$ cat config.mk
export PLATFORM = sky130hd
export DESIGN_NAME = dma_ddr_rsp_merge_flat
export DESIGN_NICKNAME = d
export VERILOG_FILES = /design/src/rtl/dma_ddr_rsp_merge_if.sv /design/src/rtl/dma_ddr_rsp_merge.sv /design/src/flat_wrapper.sv
export SDC_FILE = /design/constraint.sdc
export NUM_CORES = 1
export LEC_CHECK = 0
export ABC_AREA = 1
export CAP_MARGIN = 10
export CORE_AREA = 2 2 653 655
export DETAILED_ROUTE_END_ITERATION = 12
export DIE_AREA = 0 0 655 657
export MAX_ROUTING_LAYER = met4
export PLACE_DENSITY = 0.3
export SLEW_MARGIN = 10
export SYNTH_ARGS = -nofsm -noshare
export SYNTH_HDL_FRONTEND = slang
export SYNTH_SLANG_ARGS = --single-unit
$ cat constraint.sdc
create_clock -name clk -period 3.5 [get_ports clk]
set_input_delay 1.05 -clock clk [delete_from_list [all_inputs] [get_ports clk]]
set_output_delay 1.05 -clock clk [all_outputs]
set_load 0.005 [all_outputs]
$ cat src/rtl/dma_ddr_rsp_merge_if.sv
// -----------------------------------------------------------------------------
// dma_ddr_rsp_merge_if
//   Merged response port between the DDR response merge unit and the DMA
//   engine. Carries the R channel (valid/last/payload/ready) and the
//   B channel (valid/payload/ready). Payloads are opaque.
//
//   modport master : response source (the merge unit) - drives valid/payload
//   modport slave  : response sink (DMA engine)       - drives ready
// -----------------------------------------------------------------------------
interface dma_ddr_rsp_merge_if #(
  parameter int R_W = 512 + 16,
  parameter int B_W = 16
);
  logic           rvalid;
  logic           rlast;
  logic [R_W-1:0] r;
  logic           rready;
  logic           bvalid;
  logic [B_W-1:0] b;
  logic           bready;

  modport master (output rvalid, rlast, r, bvalid, b, input rready, bready);
  modport slave  (input rvalid, rlast, r, bvalid, b, output rready, bready);
endinterface

$ cat src/rtl/dma_ddr_rsp_merge.sv
// -----------------------------------------------------------------------------
// dma_ddr_rsp_merge
//   Returns R and B responses from N local-memory banks to one DMA port in
//   request order. Every accepted AR/AW pushes its bank number into a read or
//   write order FIFO; only the bank at the head of the FIFO is connected to the
//   merged port. R pops on the rlast handshake, B pops on every handshake.
//
// Ports
//   clk, reset              clock, synchronous active-high reset
//   ar_fire/ar_bank/ar_ok   read request accepted / its bank / tracker has room
//   aw_fire/aw_bank/aw_ok   write request accepted / its bank / tracker has room
//   bank_r*                 per-bank R channel (valid, last, payload, ready)
//   bank_b*                 per-bank B channel (valid, payload, ready)
//   m                       merged R/B port toward the DMA engine (master side)
//   rd/wr_outstanding       order FIFO occupancy
//   err_overflow            sticky: fire seen while the tracker was full
//   err_stray               sticky: valid from a non-head bank or while empty
//
// Build option
//   DMA_RSP_MERGE_OUTPUT_REG_EN : when defined, each merged output is fed from
//   a 2-entry skid buffer (outputs from flops, +1 cycle latency, full rate).
// -----------------------------------------------------------------------------
module dma_ddr_rsp_merge #(
  parameter  int NUM_LOCAL_MEM_BANKS = 2,
  parameter  int R_W                 = 512 + 16,
  parameter  int B_W                 = 16,
  parameter  int MAX_OUTSTANDING     = 16,
  localparam int BANK_W = (NUM_LOCAL_MEM_BANKS > 1) ? $clog2(NUM_LOCAL_MEM_BANKS) : 1,
  localparam int CNT_W  = $clog2(MAX_OUTSTANDING) + 1
) (
  input  logic                               clk,
  input  logic                               reset,
  input  logic                               ar_fire,
  input  logic [BANK_W-1:0]                  ar_bank,
  output logic                               ar_ok,
  input  logic                               aw_fire,
  input  logic [BANK_W-1:0]                  aw_bank,
  output logic                               aw_ok,
  input  logic [NUM_LOCAL_MEM_BANKS-1:0]     bank_rvalid,
  input  logic [NUM_LOCAL_MEM_BANKS-1:0]     bank_rlast,
  input  logic [NUM_LOCAL_MEM_BANKS*R_W-1:0] bank_r,
  output logic [NUM_LOCAL_MEM_BANKS-1:0]     bank_rready,
  input  logic [NUM_LOCAL_MEM_BANKS-1:0]     bank_bvalid,
  input  logic [NUM_LOCAL_MEM_BANKS*B_W-1:0] bank_b,
  output logic [NUM_LOCAL_MEM_BANKS-1:0]     bank_bready,
  dma_ddr_rsp_merge_if.master                m,
  output logic [CNT_W-1:0]                   rd_outstanding,
  output logic [CNT_W-1:0]                   wr_outstanding,
  output logic                               err_overflow,
  output logic                               err_stray
);
  localparam int N     = NUM_LOCAL_MEM_BANKS;
  localparam int IDX_W = CNT_W - 1;

  // Index 0 = read tracker, index 1 = write tracker.
  logic [1:0]             trk_fire, trk_pop, trk_ok, trk_empty;
  logic [1:0][BANK_W-1:0] trk_bank, trk_head;
  logic [1:0][CNT_W-1:0]  trk_occ;

  assign trk_fire = {aw_fire, ar_fire};
  assign trk_bank = {aw_bank, ar_bank};

  genvar gi;
  generate
    for (gi = 0; gi < 2; gi++) begin : g_trk
      logic [BANK_W-1:0] mem_q [MAX_OUTSTANDING];
      logic [CNT_W-1:0]  wptr_q, wptr_d, rptr_q, rptr_d, occ;
      logic              push;

      // Pointers carry one extra MSB so occ == MAX_OUTSTANDING is representable;
      // that MSB alone means full because occupancy never exceeds the depth.
      assign occ           = wptr_q - rptr_q;
      assign trk_ok[gi]    = ~occ[CNT_W-1];
      assign trk_empty[gi] = (occ == '0);
      assign trk_occ[gi]   = occ;
      assign trk_head[gi]  = mem_q[rptr_q[IDX_W-1:0]];
      // A fire while full is dropped; a same-cycle pop does not make room.
      assign push          = trk_fire[gi] & trk_ok[gi];

      always_comb begin
        wptr_d = wptr_q + CNT_W'(push);
        rptr_d = rptr_q + CNT_W'(trk_pop[gi]);
      end

      always_ff @(posedge clk) begin
        if (push) mem_q[wptr_q[IDX_W-1:0]] <= trk_bank[gi];
        if (reset) begin
          wptr_q <= '0;
          rptr_q <= '0;
        end else begin
          wptr_q <= wptr_d;
          rptr_q <= rptr_d;
        end
      end
    end
  endgenerate

  assign ar_ok          = trk_ok[0];
  assign aw_ok          = trk_ok[1];
  assign rd_outstanding = trk_occ[0];
  assign wr_outstanding = trk_occ[1];

  // ---------------------------------------------------------------------------
  // Head-bank selection. r_take/b_take is the readiness of whatever sits after
  // the selector (the DMA port directly, or the skid buffer).
  // ---------------------------------------------------------------------------
  logic           sel_rvalid, sel_rlast, r_take, stray_r;
  logic [R_W-1:0] sel_r;
  logic           sel_bvalid, b_take, stray_b;
  logic [B_W-1:0] sel_b;

  always_comb begin
    sel_rvalid  = 1'b0;
    sel_rlast   = 1'b0;
    sel_r       = '0;
    bank_rready = '0;
    stray_r     = 1'b0;
    for (int i = 0; i < N; i++) begin
      if (!trk_empty[0] && trk_head[0] == BANK_W'(i)) begin
        sel_rvalid     = bank_rvalid[i];
        sel_rlast      = bank_rlast[i];
        sel_r          = bank_r[i*R_W +: R_W];
        bank_rready[i] = r_take;
      end else if (bank_rvalid[i]) begin
        stray_r = 1'b1;
      end
    end
  end

  always_comb begin
    sel_bvalid  = 1'b0;
    sel_b       = '0;
    bank_bready = '0;
    stray_b     = 1'b0;
    for (int i = 0; i < N; i++) begin
      if (!trk_empty[1] && trk_head[1] == BANK_W'(i)) begin
        sel_bvalid     = bank_bvalid[i];
        sel_b          = bank_b[i*B_W +: B_W];
        bank_bready[i] = b_take;
      end else if (bank_bvalid[i]) begin
        stray_b = 1'b1;
      end
    end
  end

  // Reads retire on the last beat only; every B handshake retires a write.
  assign trk_pop = {sel_bvalid & b_take, sel_rvalid & r_take & sel_rlast};

`ifdef DMA_RSP_MERGE_OUTPUT_REG_EN
  // 2-entry skid buffers: accept while not full, so a full-rate stream keeps
  // flowing even though the ready seen by the bank comes from a flop.
  logic [R_W:0]   rsk_mem_q [2];
  logic [1:0]     rsk_cnt_q, rsk_cnt_d;
  logic           rsk_wp_q, rsk_wp_d, rsk_rp_q, rsk_rp_d, rsk_in, rsk_out;
  logic [B_W-1:0] bsk_mem_q [2];
  logic [1:0]     bsk_cnt_q, bsk_cnt_d;
  logic           bsk_wp_q, bsk_wp_d, bsk_rp_q, bsk_rp_d, bsk_in, bsk_out;

  assign r_take          = (rsk_cnt_q != 2'd2);
  assign rsk_in          = sel_rvalid & r_take;
  assign rsk_out         = m.rvalid & m.rready;
  assign m.rvalid        = (rsk_cnt_q != 2'd0);
  assign {m.rlast, m.r}  = rsk_mem_q[rsk_rp_q];

  assign b_take          = (bsk_cnt_q != 2'd2);
  assign bsk_in          = sel_bvalid & b_take;
  assign bsk_out         = m.bvalid & m.bready;
  assign m.bvalid        = (bsk_cnt_q != 2'd0);
  assign m.b             = bsk_mem_q[bsk_rp_q];

  always_comb begin
    rsk_wp_d  = rsk_wp_q ^ rsk_in;
    rsk_rp_d  = rsk_rp_q ^ rsk_out;
    rsk_cnt_d = rsk_cnt_q + {1'b0, rsk_in} - {1'b0, rsk_out};
    bsk_wp_d  = bsk_wp_q ^ bsk_in;
    bsk_rp_d  = bsk_rp_q ^ bsk_out;
    bsk_cnt_d = bsk_cnt_q + {1'b0, bsk_in} - {1'b0, bsk_out};
  end

  always_ff @(posedge clk) begin
    if (rsk_in) rsk_mem_q[rsk_wp_q] <= {sel_rlast, sel_r};
    if (bsk_in) bsk_mem_q[bsk_wp_q] <= sel_b;
    if (reset) begin
      rsk_cnt_q <= '0;
      rsk_wp_q  <= 1'b0;
      rsk_rp_q  <= 1'b0;
      bsk_cnt_q <= '0;
      bsk_wp_q  <= 1'b0;
      bsk_rp_q  <= 1'b0;
    end else begin
      rsk_cnt_q <= rsk_cnt_d;
      rsk_wp_q  <= rsk_wp_d;
      rsk_rp_q  <= rsk_rp_d;
      bsk_cnt_q <= bsk_cnt_d;
      bsk_wp_q  <= bsk_wp_d;
      bsk_rp_q  <= bsk_rp_d;
    end
  end
`else
  // Zero-latency pass-through: head cannot change without a pop, so the
  // payload stays stable while valid is held against a low ready.
  assign r_take   = m.rready;
  assign m.rvalid = sel_rvalid;
  assign m.rlast  = sel_rlast;
  assign m.r      = sel_r;
  assign b_take   = m.bready;
  assign m.bvalid = sel_bvalid;
  assign m.b      = sel_b;
`endif

  // ---------------------------------------------------------------------------
  // Sticky error flags, cleared only by reset.
  // ---------------------------------------------------------------------------
  logic err_overflow_q, err_overflow_d, err_stray_q, err_stray_d;

  always_comb begin
    err_overflow_d = err_overflow_q | (ar_fire & ~trk_ok[0]) | (aw_fire & ~trk_ok[1]);
    err_stray_d    = err_stray_q | stray_r | stray_b;
  end

  always_ff @(posedge clk) begin
    if (reset) begin
      err_overflow_q <= 1'b0;
      err_stray_q    <= 1'b0;
    end else begin
      err_overflow_q <= err_overflow_d;
      err_stray_q    <= err_stray_d;
    end
  end

  assign err_overflow = err_overflow_q;
  assign err_stray    = err_stray_q;
endmodule

$ cat src/flat_wrapper.sv
// flat-port wrapper written by rule: the top's interface ports become plain ports
module dma_ddr_rsp_merge_flat 
#(
  parameter  int NUM_LOCAL_MEM_BANKS = 2,
  parameter  int R_W                 = 512 + 16,
  parameter  int B_W                 = 16,
  parameter  int MAX_OUTSTANDING     = 16,
  localparam int BANK_W = (NUM_LOCAL_MEM_BANKS > 1) ? $clog2(NUM_LOCAL_MEM_BANKS) : 1,
  localparam int CNT_W  = $clog2(MAX_OUTSTANDING) + 1
)
  (clk, reset, ar_fire, ar_bank, ar_ok, aw_fire, aw_bank, aw_ok, bank_rvalid, bank_rlast, bank_r, bank_rready, bank_bvalid, bank_b, bank_bready, rd_outstanding, wr_outstanding, err_overflow, err_stray, m_rvalid, m_rlast, m_r, m_bvalid, m_b, m_rready, m_bready);
  dma_ddr_rsp_merge_if #(.R_W(R_W), .B_W(B_W)) m_i ();
  input  logic clk;
  input  logic reset;
  input  logic ar_fire;
  input  logic [BANK_W-1:0] ar_bank;
  output logic ar_ok;
  input  logic aw_fire;
  input  logic [BANK_W-1:0] aw_bank;
  output logic aw_ok;
  input  logic [NUM_LOCAL_MEM_BANKS-1:0] bank_rvalid;
  input  logic [NUM_LOCAL_MEM_BANKS-1:0] bank_rlast;
  input  logic [NUM_LOCAL_MEM_BANKS*R_W-1:0] bank_r;
  output logic [NUM_LOCAL_MEM_BANKS-1:0] bank_rready;
  input  logic [NUM_LOCAL_MEM_BANKS-1:0] bank_bvalid;
  input  logic [NUM_LOCAL_MEM_BANKS*B_W-1:0] bank_b;
  output logic [NUM_LOCAL_MEM_BANKS-1:0] bank_bready;
  output logic [CNT_W-1:0] rd_outstanding;
  output logic [CNT_W-1:0] wr_outstanding;
  output logic err_overflow;
  output logic err_stray;
  output wire logic [$bits(m_i.rvalid)-1:0] m_rvalid;
  output wire logic [$bits(m_i.rlast)-1:0] m_rlast;
  output wire logic [$bits(m_i.r)-1:0] m_r;
  output wire logic [$bits(m_i.bvalid)-1:0] m_bvalid;
  output wire logic [$bits(m_i.b)-1:0] m_b;
  input wire logic [$bits(m_i.rready)-1:0] m_rready;
  input wire logic [$bits(m_i.bready)-1:0] m_bready;
  assign m_rvalid = m_i.rvalid;
  assign m_rlast = m_i.rlast;
  assign m_r = m_i.r;
  assign m_bvalid = m_i.bvalid;
  assign m_b = m_i.b;
  assign m_i.rready = m_rready;
  assign m_i.bready = m_bready;
  dma_ddr_rsp_merge #(.NUM_LOCAL_MEM_BANKS(NUM_LOCAL_MEM_BANKS), .R_W(R_W), .B_W(B_W), .MAX_OUTSTANDING(MAX_OUTSTANDING)) u_core (.clk(clk), .reset(reset), .ar_fire(ar_fire), .ar_bank(ar_bank), .ar_ok(ar_ok), .aw_fire(aw_fire), .aw_bank(aw_bank), .aw_ok(aw_ok), .bank_rvalid(bank_rvalid), .bank_rlast(bank_rlast), .bank_r(bank_r), .bank_rready(bank_rready), .bank_bvalid(bank_bvalid), .bank_b(bank_b), .bank_bready(bank_bready), .m(m_i), .rd_outstanding(rd_outstanding), .wr_outstanding(wr_outstanding), .err_overflow(err_overflow), .err_stray(err_stray));
endmodule
---- Word level (Yosys, flattened, before mapping) ----
Memories as Yosys holds them, arrays and structs flattened. A register that Yosys moved wholly into a read port is not among the register bits.
Index checks and enable logic that the tools add are counted.
word-level totals
  bits in latches ......................... 0
  input port bits ......................... 1102
  register bits ........................... 22
  memories ................................ 2
  bits in writable memories ............... 32
  ROM bits ................................ 0
memories
  name                   depth  bits a word  rd ports  clocked after Yosys merged registers in  wr ports  RTL line                 RTL
  u_core.g_trk[0].mem_q  16     1            1         1                                        1         dma_ddr_rsp_merge.sv:66  logic [BANK_W-1:0] mem_q [MAX_OUTSTANDING];
  u_core.g_trk[1].mem_q  16     1            1         1                                        1         dma_ddr_rsp_merge.sv:66
operators by class
  div/mod/pow operators ................... 0
  shift-type cells ........................ 0
  reduce and logical (&&, ||, !) cells .... 8
  mux-type cells .......................... 28
  magnitude comparators ................... 0
  add/sub/neg operators ................... 6
  bitwise logic cells ..................... 15
  $mul .................................... 0
  equal/unequal tests ..................... 0
operators by type and width
  cell               number
  $mux 528           2
  $mux 16            2
  $mux 1             22
  $add 5x1->5        4
  $logic_not 5->1    2
  $sub 5x5->5        2
  $mux 4             2
  $and 1x1->1        7
  $logic_and 1x1->1  4
  $not 1->1          4
  $or 1x1->1         4
  $logic_not 1->1    2

---- Longest topological paths before layout ----
Gate-level depths: netlist (run 1).
  word-level depth ........................ 10
  mapped depth ............................ 20

---- Worst setup path after synthesis (run 1) ----
No wires, ideal clock.
  kind .................................... register -> output
  start point ............................. register u_core.g_trk[0].wptr_q[0]
  end point ............................... output m_r[418]
  data arrival time ....................... 2.202 ns
  setup slack ............................. 0.248 ns
  cell stages (with the launch flop) ...... 13
  path buffers ............................ 3
  cells stage by stage .................... dfxtp_1 inv_1 ha_1 inv_1 fa_1 or2_2 nor2_1 nand3_1 buf_6 nand3_4 buf_6 buf_2 o21ai_1
between the ends
  longest elaborated chain between the ends .. 6
  elaborated cells on any way between the ends .. 7
ends and longest elaborated chain
  item                    RTL line                  RTL
  start, declared         dma_ddr_rsp_merge.sv:67   logic [CNT_W-1:0] wptr_q, wptr_d, rptr_q, rptr_d, occ;
  start signal, assigned  dma_ddr_rsp_merge.sv:91   wptr_q <= wptr_d;
  $sub 5x5->5 (*)         dma_ddr_rsp_merge.sv:72   assign occ = wptr_q - rptr_q;
  via rd_outstanding[1]   flat_wrapper.sv:28        output logic [CNT_W-1:0] rd_outstanding;
  $logic_not 5->1 (*)     dma_ddr_rsp_merge.sv:74   assign trk_empty[gi] = (occ == '0);
  $logic_not 1->1 (*)     dma_ddr_rsp_merge.sv:119  if (!trk_empty[0] && trk_head[0] == BANK_W'(i)) begin
  $logic_and 1x1->1       dma_ddr_rsp_merge.sv:119
  $mux 528                dma_ddr_rsp_merge.sv:119
  $mux 528 (*)            dma_ddr_rsp_merge.sv:119
  end, declared           flat_wrapper.sv:34        output wire logic [$bits(m_i.r)-1:0] m_r;
Mark *: on every way through the listed nets, which the timed path passes. The rest lies on a longest branch.

---- Worst setup path in the final report (run 1) ----
  start point ............................. register u_core.g_trk[0].wptr_q[0]
  end point ............................... output m_r[406]
between the ends
  longest elaborated chain between the ends .. 6
  elaborated cells on any way between the ends .. 7
ends and longest elaborated chain
  item                 RTL line
  $sub 5x5->5 (*)      dma_ddr_rsp_merge.sv:72
  $logic_not 5->1 (*)  dma_ddr_rsp_merge.sv:74
  $logic_not 1->1 (*)  dma_ddr_rsp_merge.sv:119
  $logic_and 1x1->1    dma_ddr_rsp_merge.sv:119
  $mux 528             dma_ddr_rsp_merge.sv:119
  $mux 528 (*)         dma_ddr_rsp_merge.sv:119
Every way passes the cells marked *; elsewhere a longest branch is shown, timed or not.

==> metrics.csv, run 1 <==
stage,metric,value,unit
status,status,"finished, violations left",
status,failed_checks,negative setup slack,
pwr,total_power,61180,µW
timing,period_share,123.6,%
clock_network,hold_buffers,0,
grt,grtUsageTotal,17.02,%
timing,setup_ws,-0.8247,ns
yosys,syn_nets,3286,
timing,fmax,231.2,MHz
worst_setup_path,end_kind,output pin,
clock_network,cts_tree,built,
cells_and_area,mostFrequentLayoutCells,"clkdlybuf4s50_1 (1127), inv_1 (599), nand3_1 (504)",
detailed_routing,wl,375.5,mm
cells_and_area,syn2layout_area_growth,315.8,%
pwr,power.leakage,0.01920,µW
cells_and_area,final_common_cell,clkdlybuf4s50_1,
pwr,p_switching,33820,µW
yosys,syn_area_per_cell,5.240,µm²
clock_network,cts-htree-levels,2,
timing,fin_skew,0.006787,ns
grt,grt_pass1_wl,431.1,mm
timing,slew_headroom,31.85,%
grt,antenna_found_initial,140,
place,portBuffers,1666,
yosys,netlist_instances,2166,
timing,setup_viol,556,
clock_network,cts-root-buf,clkbuf_16,
clock_network,clkTransAtPathRegs,0.07,ns
worst_setup_path,required,2.45,ns
place,gp_congestion,0.9824,
yosys,synth_top_family_by_area,simple AND/OR/NAND/NOR gates,
detailed_routing,first_pass_iters,6,
detailed_routing,ant_nets,0,
yosys,yosysWarningCount,0,
timing,hold_viol_final,0,
grt,grt_max_degree,39,
die,die-area,0.4303,mm²
yosys,synth_fa_ha_area_share,2.116,%
place,dp_hpwl,344.0,mm
yosys,synth_compound_area_share,25.60,%
timing,worstMarginPinSlew,1.022,ns
yosys,synthTopCellsByArea,"nand3_1 (25%), o21ai_1 (22%), inv_1 (20%), edfxtp_1 (8.5%), buf_2 (5.8%)",
die,start_util,2.684,%
timing,slew_viol_final,0,
timing,min_period,4.325,ns
yosys,yosysSeqAreaShare,12.35,%
pwr,intPower,27360,µW
worst_setup_path,critPathKind,reg2out,
worst_setup_path,path_max_fanout,26,
grt,grt_pass1_vias,26782,
timing,finalSetupTns,-341.24,ns
die,core_area,0.4228,mm²
flow_run,max_cap_viol_count,0,
place,placedCellCount,9671,
cells_and_area,fillers,49116,
cells_and_area,fin_nets,5283,
worst_setup_path,arrival,3.27,ns
die,ios,1667,
pwr,ir_drop,0.0006404,V
detailed_routing,drt-initial-drc-count,1491,
timing,hold_ws,0.4910,ns
detailed_routing,viasPerCell,2.594,
pwr,p_clk_share,0.8,%
clock_network,cts.sinks,54,
worst_setup_path,r2r_setup_slack,-0.31,ns
yosys,syn_area,0.01135,mm²
cells_and_area,layout-drive-gt1-share,32.72,%
detailed_routing,remaining_drc_errors,0,
yosys,synth_cell_types,27,
grt,overflow,0,
clock_network,clk_latency,0.30,ns
yosys,yosys.area_share.xor_xnor,0.4630,%
timing,rsz0062_at_grt,yes,
detailed_routing,routedWlPerCell,38.02,µm
die,rows,239,
yosys,muxShareOfSynthArea,0,%
pwr,combPwrFrac,98.0,%
yosys,yosysTopAreaCell,nand3_1,
clock_network,cts.path.max_buffers,2,
detailed_routing,vias,25624,
yosys,synth-seq-cells,54,
yosys,synth_top_area_share,25.04,%
clock_network,cts_made_buffers,5,
die,fp.dieW,655,µm
cells_and_area,layout.cells.non_filler,9877,
pwr,p_per_area,1296,mW/mm²
min_path,hold_path_class,reg2reg,
die,die_y,657,µm
pwr,power_frac_seq,1.2,%
place,place_ws,-1.910,ns
worst_setup_path,critical_path.startpoint_type,flip-flop,
pwr,switching_share,55.28,%
yosys,synthSimpleGateAreaFrac,30.79,%
sequential cells by signal, indices dropped and copies added (netlist names):
name	count
u_core.err_overflow	1
u_core.err_stray	1
u_core.g_trk.mem_q	32
u_core.g_trk.rptr_q	10
u_core.g_trk.wptr_q	10
routing by layer:
metal  track usage (%)  up-vias  part of all wire [%]
met5                 -        -                     0
met4             2.447        0                   2.2
met3             6.544      295                   9.7
met2             30.22     1474                    51
met1             18.15    12813                    38
li1                  -    11042                     -
worst paths after layout:
| path | startpoint | to | cells past startpoint |
|---|---|---|---|
| max | u_core.g_trk[0].wptr_q[0] | m_r[406] | 15 |
| min | u_core.err_overflow | u_core.err_overflow | 2 |
| max reg2reg | u_core.g_trk[0].wptr_q[0] | u_core.g_trk[0].rptr_q[4] | 22 |
| min reg2reg | u_core.err_overflow | u_core.err_overflow | 2 |
timing repair:
item / in CTS / in global routing
gates resized for setup: 593 / 381
gates cloned: 20 / 16
pin swaps: 24 / 12
setup buffers: 48 / 69
setup endpoints to repair: 559 / 564
worst max-delay path, stage by stage (launching register included):
cell and delay [ns]:
dfxtp_4 0.37, inv_4 0.05, ha_4 0.17, inv_4 0.06
fa_2 0.45, or2_4 0.27, nor2_4 0.12, nand3_4 0.15
buf_6 0.20, buf_16 0.16, buf_16 0.18, buf_12 0.16
nand3_1 0.16, buf_6 0.15, o21ai_2 0.08, buf_12 0.16
cell type report:
cell class	count	area, µm²	area share, %
timing repair buffer	2169	26700	56.58
multi-input combinational	1324	9422	19.96
tap	5663	7086	15.01
inverter	608	2310	4.894
sequential	54	1409	2.985
clock buffer	7	132.6	0.2810
antenna	51	127.6	0.2704
timing repair inverter	1	8.758	0.01856
Yosys cell counts, drive strengths merged:
master / number
nand3b: 2
buf: 153
ha: 16
dfxtp: 22
a21oi: 13
edfxtp: 32
clkbuf: 27
fa: 2
o31ai: 1
inv: 608
xnor2: 4
o21ai: 538
nand2: 94
a22o: 16
nor2: 65
xor2: 2
or2: 2
nand3: 569
power by group through the flow:
stage / logic (µW) / clock network [µW] / registers (µW)
floorplan: 9450 / 0 / 756
global placement: 52100 / 0 / 753
detailed placement: 51800 / 0 / 751
CTS: 58100 / 503 / 742
global route: 63200 / 528 / 752
finish: 59900 / 493 / 749
through the flow:
| step | utilization (%) | area, µm² |
|---|---|---|
| 2_1_floorplan | - | 11350 |
| 3_3_place_gp | 9.824 | 41540 |
| 3_5_place_dp | 9.849 | 41650 |
| 4_1_cts | 10.60 | 44820 |
| 5_1_grt | 11.16 | 47190 |
| 6_report | 11.16 | 47200 |
cells by family (layout without fill, tap and decap cells):
group,after synthesis,in the layout
AOI/OAI and AO/OA,568,568
xor gates and xnor gates,6,6
adders and majority gates,18,18
buffers and inverters,788,2785
DFF,54,54
other,0,51
and+or+nand+nor,732,732
Note: power is estimated with default switching activity, not from simulation.
==> run 2, diff against run 1 <==
--- a/config.mk
+++ b/config.mk
@@ -8,3 +8,2 @@
 export ABC_AREA = 1
-export CAP_MARGIN = 10
 export CORE_AREA = 2 2 653 655
==> constraint.sdc (replaced) <==
create_clock -name clk -period 3.5 [get_ports clk]
set_input_delay 0.7 -clock clk [delete_from_list [all_inputs] [get_ports clk]]
set_output_delay 0.7 -clock clk [all_outputs]
set_load 0.005 [all_outputs]
==> run 2 against run 1 <==
The flow still finishes with violations (negative setup slack). Via count fell by 1.1%. Clock skew rose by 0.0059 ns. Worst hold slack improved by 0.0069 ns. Critical path depth fell by 1. Maximum frequency rose by 6.9%. Critical path type unchanged. Largest cell class unchanged. Largest power group unchanged.
==> metrics.csv, run 2 (same netlist as run 1, synthesis figures left out) <==
stage,metric,value,unit,change
status,status,"finished, violations left",,unchanged
worst_setup_path,path_cells,inv_4 > ha_4 > inv_4 > fa_2 > or2_4 > nor2_4 > nand3_4 > nand3_4 > buf_12 > buf_16 > buf_12 > buf_16 > o21ai_4 > buf_12,,was inv_4 > ha_4 > inv_4 > fa_2 > or2_4 > nor2_4 > nand3_4 > buf_6 > buf_16 > buf_16 > buf_12 > nand3_1 > buf_6 > o21ai_2 > buf_12
worst_setup_path,required,2.80,ns,was 2.45 ns
timing,min_period,4.044,ns,was 4.325 ns
timing,setup_viol,544,,was 556
timing,worstMarginPinSlew,0.7037,ns,was 1.022 ns
clock_network,cts-root-buf,clkbuf_16,,unchanged
pwr,ir_drop,0.0007357,V,was 0.0006404 V
worst_setup_path,arrival,3.34,ns,was 3.27 ns
timing,hold_viol_final,0,,unchanged
cells_and_area,largest_reg_flops,32,,unchanged
worst_setup_path,timing.rr.start,u_core.g_trk[0].wptr_q[0],,unchanged
cells_and_area,layout-drive-gt1-share,37.14,%,was 32.72%
grt,grt_max_degree,72,,was 39
timing,period_share,115.5,%,was 123.6%
worst_setup_path,r2r-end,u_core.g_trk[0].rptr_q[4],,unchanged
grt,grtUsageTotal,16.19,%,was 17.02%
timing,finalSetupTns,-143.96,ns,was -341.24 ns
worst_setup_path,end_kind,output pin,,unchanged
pwr,total_power,67490,µW,was 61180 µW
cells_and_area,final_common_cell,clkdlybuf4s50_1,,unchanged
cells_and_area,syn2layout_area_growth,325.9,%,was 315.8%
cells_and_area,layout.cells.non_filler,9806,,was 9877
timing,rsz0062_at_grt,yes,,unchanged
detailed_routing,drt-initial-drc-count,1528,,was 1491
pwr,power.leakage,0.01890,µW,was 0.01920 µW
detailed_routing,viasPerCell,2.585,,was 2.594
worst_setup_path,slowest_delay,0.56,ns,was 0.45 ns
min_path,hold_path_class,reg2reg,,unchanged
clock_network,clkTransAtPathRegs,0.08,ns,was 0.07 ns
clock_network,cts.sinks,54,,unchanged
die,die-area,0.4303,mm²,unchanged
clock_network,hold_buffers,0,,unchanged
worst_setup_path,r2r_setup_slack,0.05,ns,was -0.31 ns
grt,busiest_layer,met2,,unchanged
flow_run,max_cap_viol_count,0,,unchanged
grt,antenna_found_initial,148,,was 140
die,start_util,2.684,%,unchanged
die,core_area,0.4228,mm²,unchanged
timing,fin_skew,0.01271,ns,was 0.006787 ns
grt,grt_use_met1,16.35,%,was 18.15%
timing,slew_headroom,52.91,%,was 31.85%
place,portBuffers,1666,,unchanged
detailed_routing,remaining_drc_errors,0,,unchanged
detailed_routing,wl,363.7,mm,was 375.5 mm
cells_and_area,fin_nets,5238,,was 5283
timing,slew_viol_final,0,,unchanged
worst_setup_path,path_max_fanout,7,,was 26
pwr,p_per_area,1396,mW/mm²,was 1296 mW/mm²
worst_setup_path,cp_common_cell,buf_12,,
status,failed_checks,negative setup slack,,unchanged
worst_setup_path,critPathSlowestCell,o21ai_4,,was fa_2
worst_setup_path,critical_path.startpoint_type,flip-flop,,unchanged
detailed_routing,routedWlPerCell,37.09,µm,was 38.02 µm
grt,grt_use_met3,8.356,%,was 6.544%
worst_setup_path,r2r.worst_path.cells,23,,was 22
place,placedCellCount,9553,,was 9671
worst_setup_path,cp-endpoint,m_r[399],,was m_r[406]
die,ios,1667,,unchanged
die,rows,239,,unchanged
grt,overflow,0,,unchanged
place,gp_congestion,0.9958,,was 0.9824
clock_network,clk_latency,0.30,ns,about the same
detailed_routing,first_pass_iters,6,,unchanged
worst_setup_path,startpoint,u_core.g_trk[0].wptr_q[0],,unchanged
cells_and_area,fillers,48983,,was 49116
cells_and_area,mostFrequentLayoutCells,"clkdlybuf4s50_1 (1143), inv_1 (600), buf_12 (408)",,"was clkdlybuf4s50_1 (1127), inv_1 (599), nand3_1 (504)"
clock_network,cts_tree,built,,unchanged
clock_network,cts-htree-levels,2,,unchanged
clock_network,cts_made_buffers,5,,unchanged
detailed_routing,ant_nets,0,,unchanged
place,dp_hpwl,327.0,mm,was 344.0 mm
die,fp.dieW,655,µm,unchanged
grt,met2_usage,27.97,%,was 30.22%
timing,setup_ws,-0.5442,ns,was -0.8247 ns
clock_network,cts.path.max_buffers,2,,unchanged
detailed_routing,vias,25345,,was 25624
worst_setup_path,critPathKind,reg2out,,unchanged
die,die_y,657,µm,unchanged
timing,fmax,247.3,MHz,was 231.2 MHz
grt,grt_pass1_wl,409.7,mm,was 431.1 mm
grt,grt_pass1_vias,25373,,was 26782
==> run 2: cell count changes in the layout (fill, tap and decap cells not counted), moves of 27 or more <==
| cell | delta |
|---|---|
| nand3_2 | +93 |
| buf_4 | -66 |
| nand3_4 | +43 |
| diode_2 | -27 |
| buf_6 | +61 |
| o21ai_4 | +100 |
| o21ai_1 | -40 |
| nand3_1 | -136 |
| buf_12 | -74 |
| o21ai_2 | -54 |
==> run 2: per-stage QoR <==
step	utilization (%)	area, µm²	hold WS (ns)	setup slack (ns)
after global placement	9.404	39760	0.5041	-1.872
final	11.43	48350	0.4979	-0.5442
after global routing	11.43	48330	0.5359	-0.5298
after detailed placement	9.410	39790	0.4860	-1.394
after CTS	10.29	43500	0.5000	-0.6714
after floorplan	-	11350	0.4582	0.5982
==> run 2: how the worst min path moves through the flow <==
stage	startpoint	to	slack [ns]	depth (start not counted)
after floorplan	u_core.g_trk[0].rptr_q[4]	u_core.g_trk[0].rptr_q[4]	0.46	2
after global placement	u_core.g_trk[0].wptr_q[4]	u_core.g_trk[0].wptr_q[4]	0.50	2
after detailed placement	u_core.g_trk[1].wptr_q[4]	u_core.g_trk[1].wptr_q[4]	0.49	2
after CTS	u_core.g_trk[1].wptr_q[4]	u_core.g_trk[1].wptr_q[4]	0.50	2
after global routing	u_core.g_trk[1].wptr_q[4]	u_core.g_trk[1].wptr_q[4]	0.54	2
final	u_core.g_trk[1].wptr_q[4]	u_core.g_trk[1].wptr_q[4]	0.50	2
==> run 2: power by group <==
group / total (µW) / internal, µW / switching, µW
registers: 743 / 714 / 28.2
clock network: 513 / 267 / 246
logic: 66200 / 29800 / 36500
==> run 2: final cells by class <==
type	count	area (µm²)	area share, %
Timing Repair Buffer	2125	26000	53.78
Inverter	608	2295	4.746
Multi-Input combinational cell	1324	11360	23.49
Sequential cell	54	1405	2.906
Clock buffer	6	128.9	0.2666
Antenna cell	24	60.06	0.1242
Clock inverter	2	13.76	0.02847
Tap cell	5663	7086	14.66
==> run 2: what timing repair did <==
item,in CTS,in global routing
pin swaps,29,52
setup buffers,69,108
gates resized for setup,666,864
endpoints found under the setup margin,557,557
endpoints found under the hold margin,0,0
gates cloned,32,37
==> run 2: worst max-delay path, delay by kind of cell (launching register included) <==
kind | cells | cell delay (ns)
and+or+nand+nor | 4 | 0.42
DFF | 1 | 0.36
AOI/OAI and AO/OA | 1 | 0.56
adders and majority gates | 2 | 0.70
buffers and inverters | 7 | 0.90
==> run 2: layer usage <==
metal | vias to the layer above | share of wire (%)
met1 | 12516 | 35
met2 | 1574 | 49
met5 | - | 0
li1 | 10937 | -
met3 | 318 | 13
met4 | 0 | 2.8
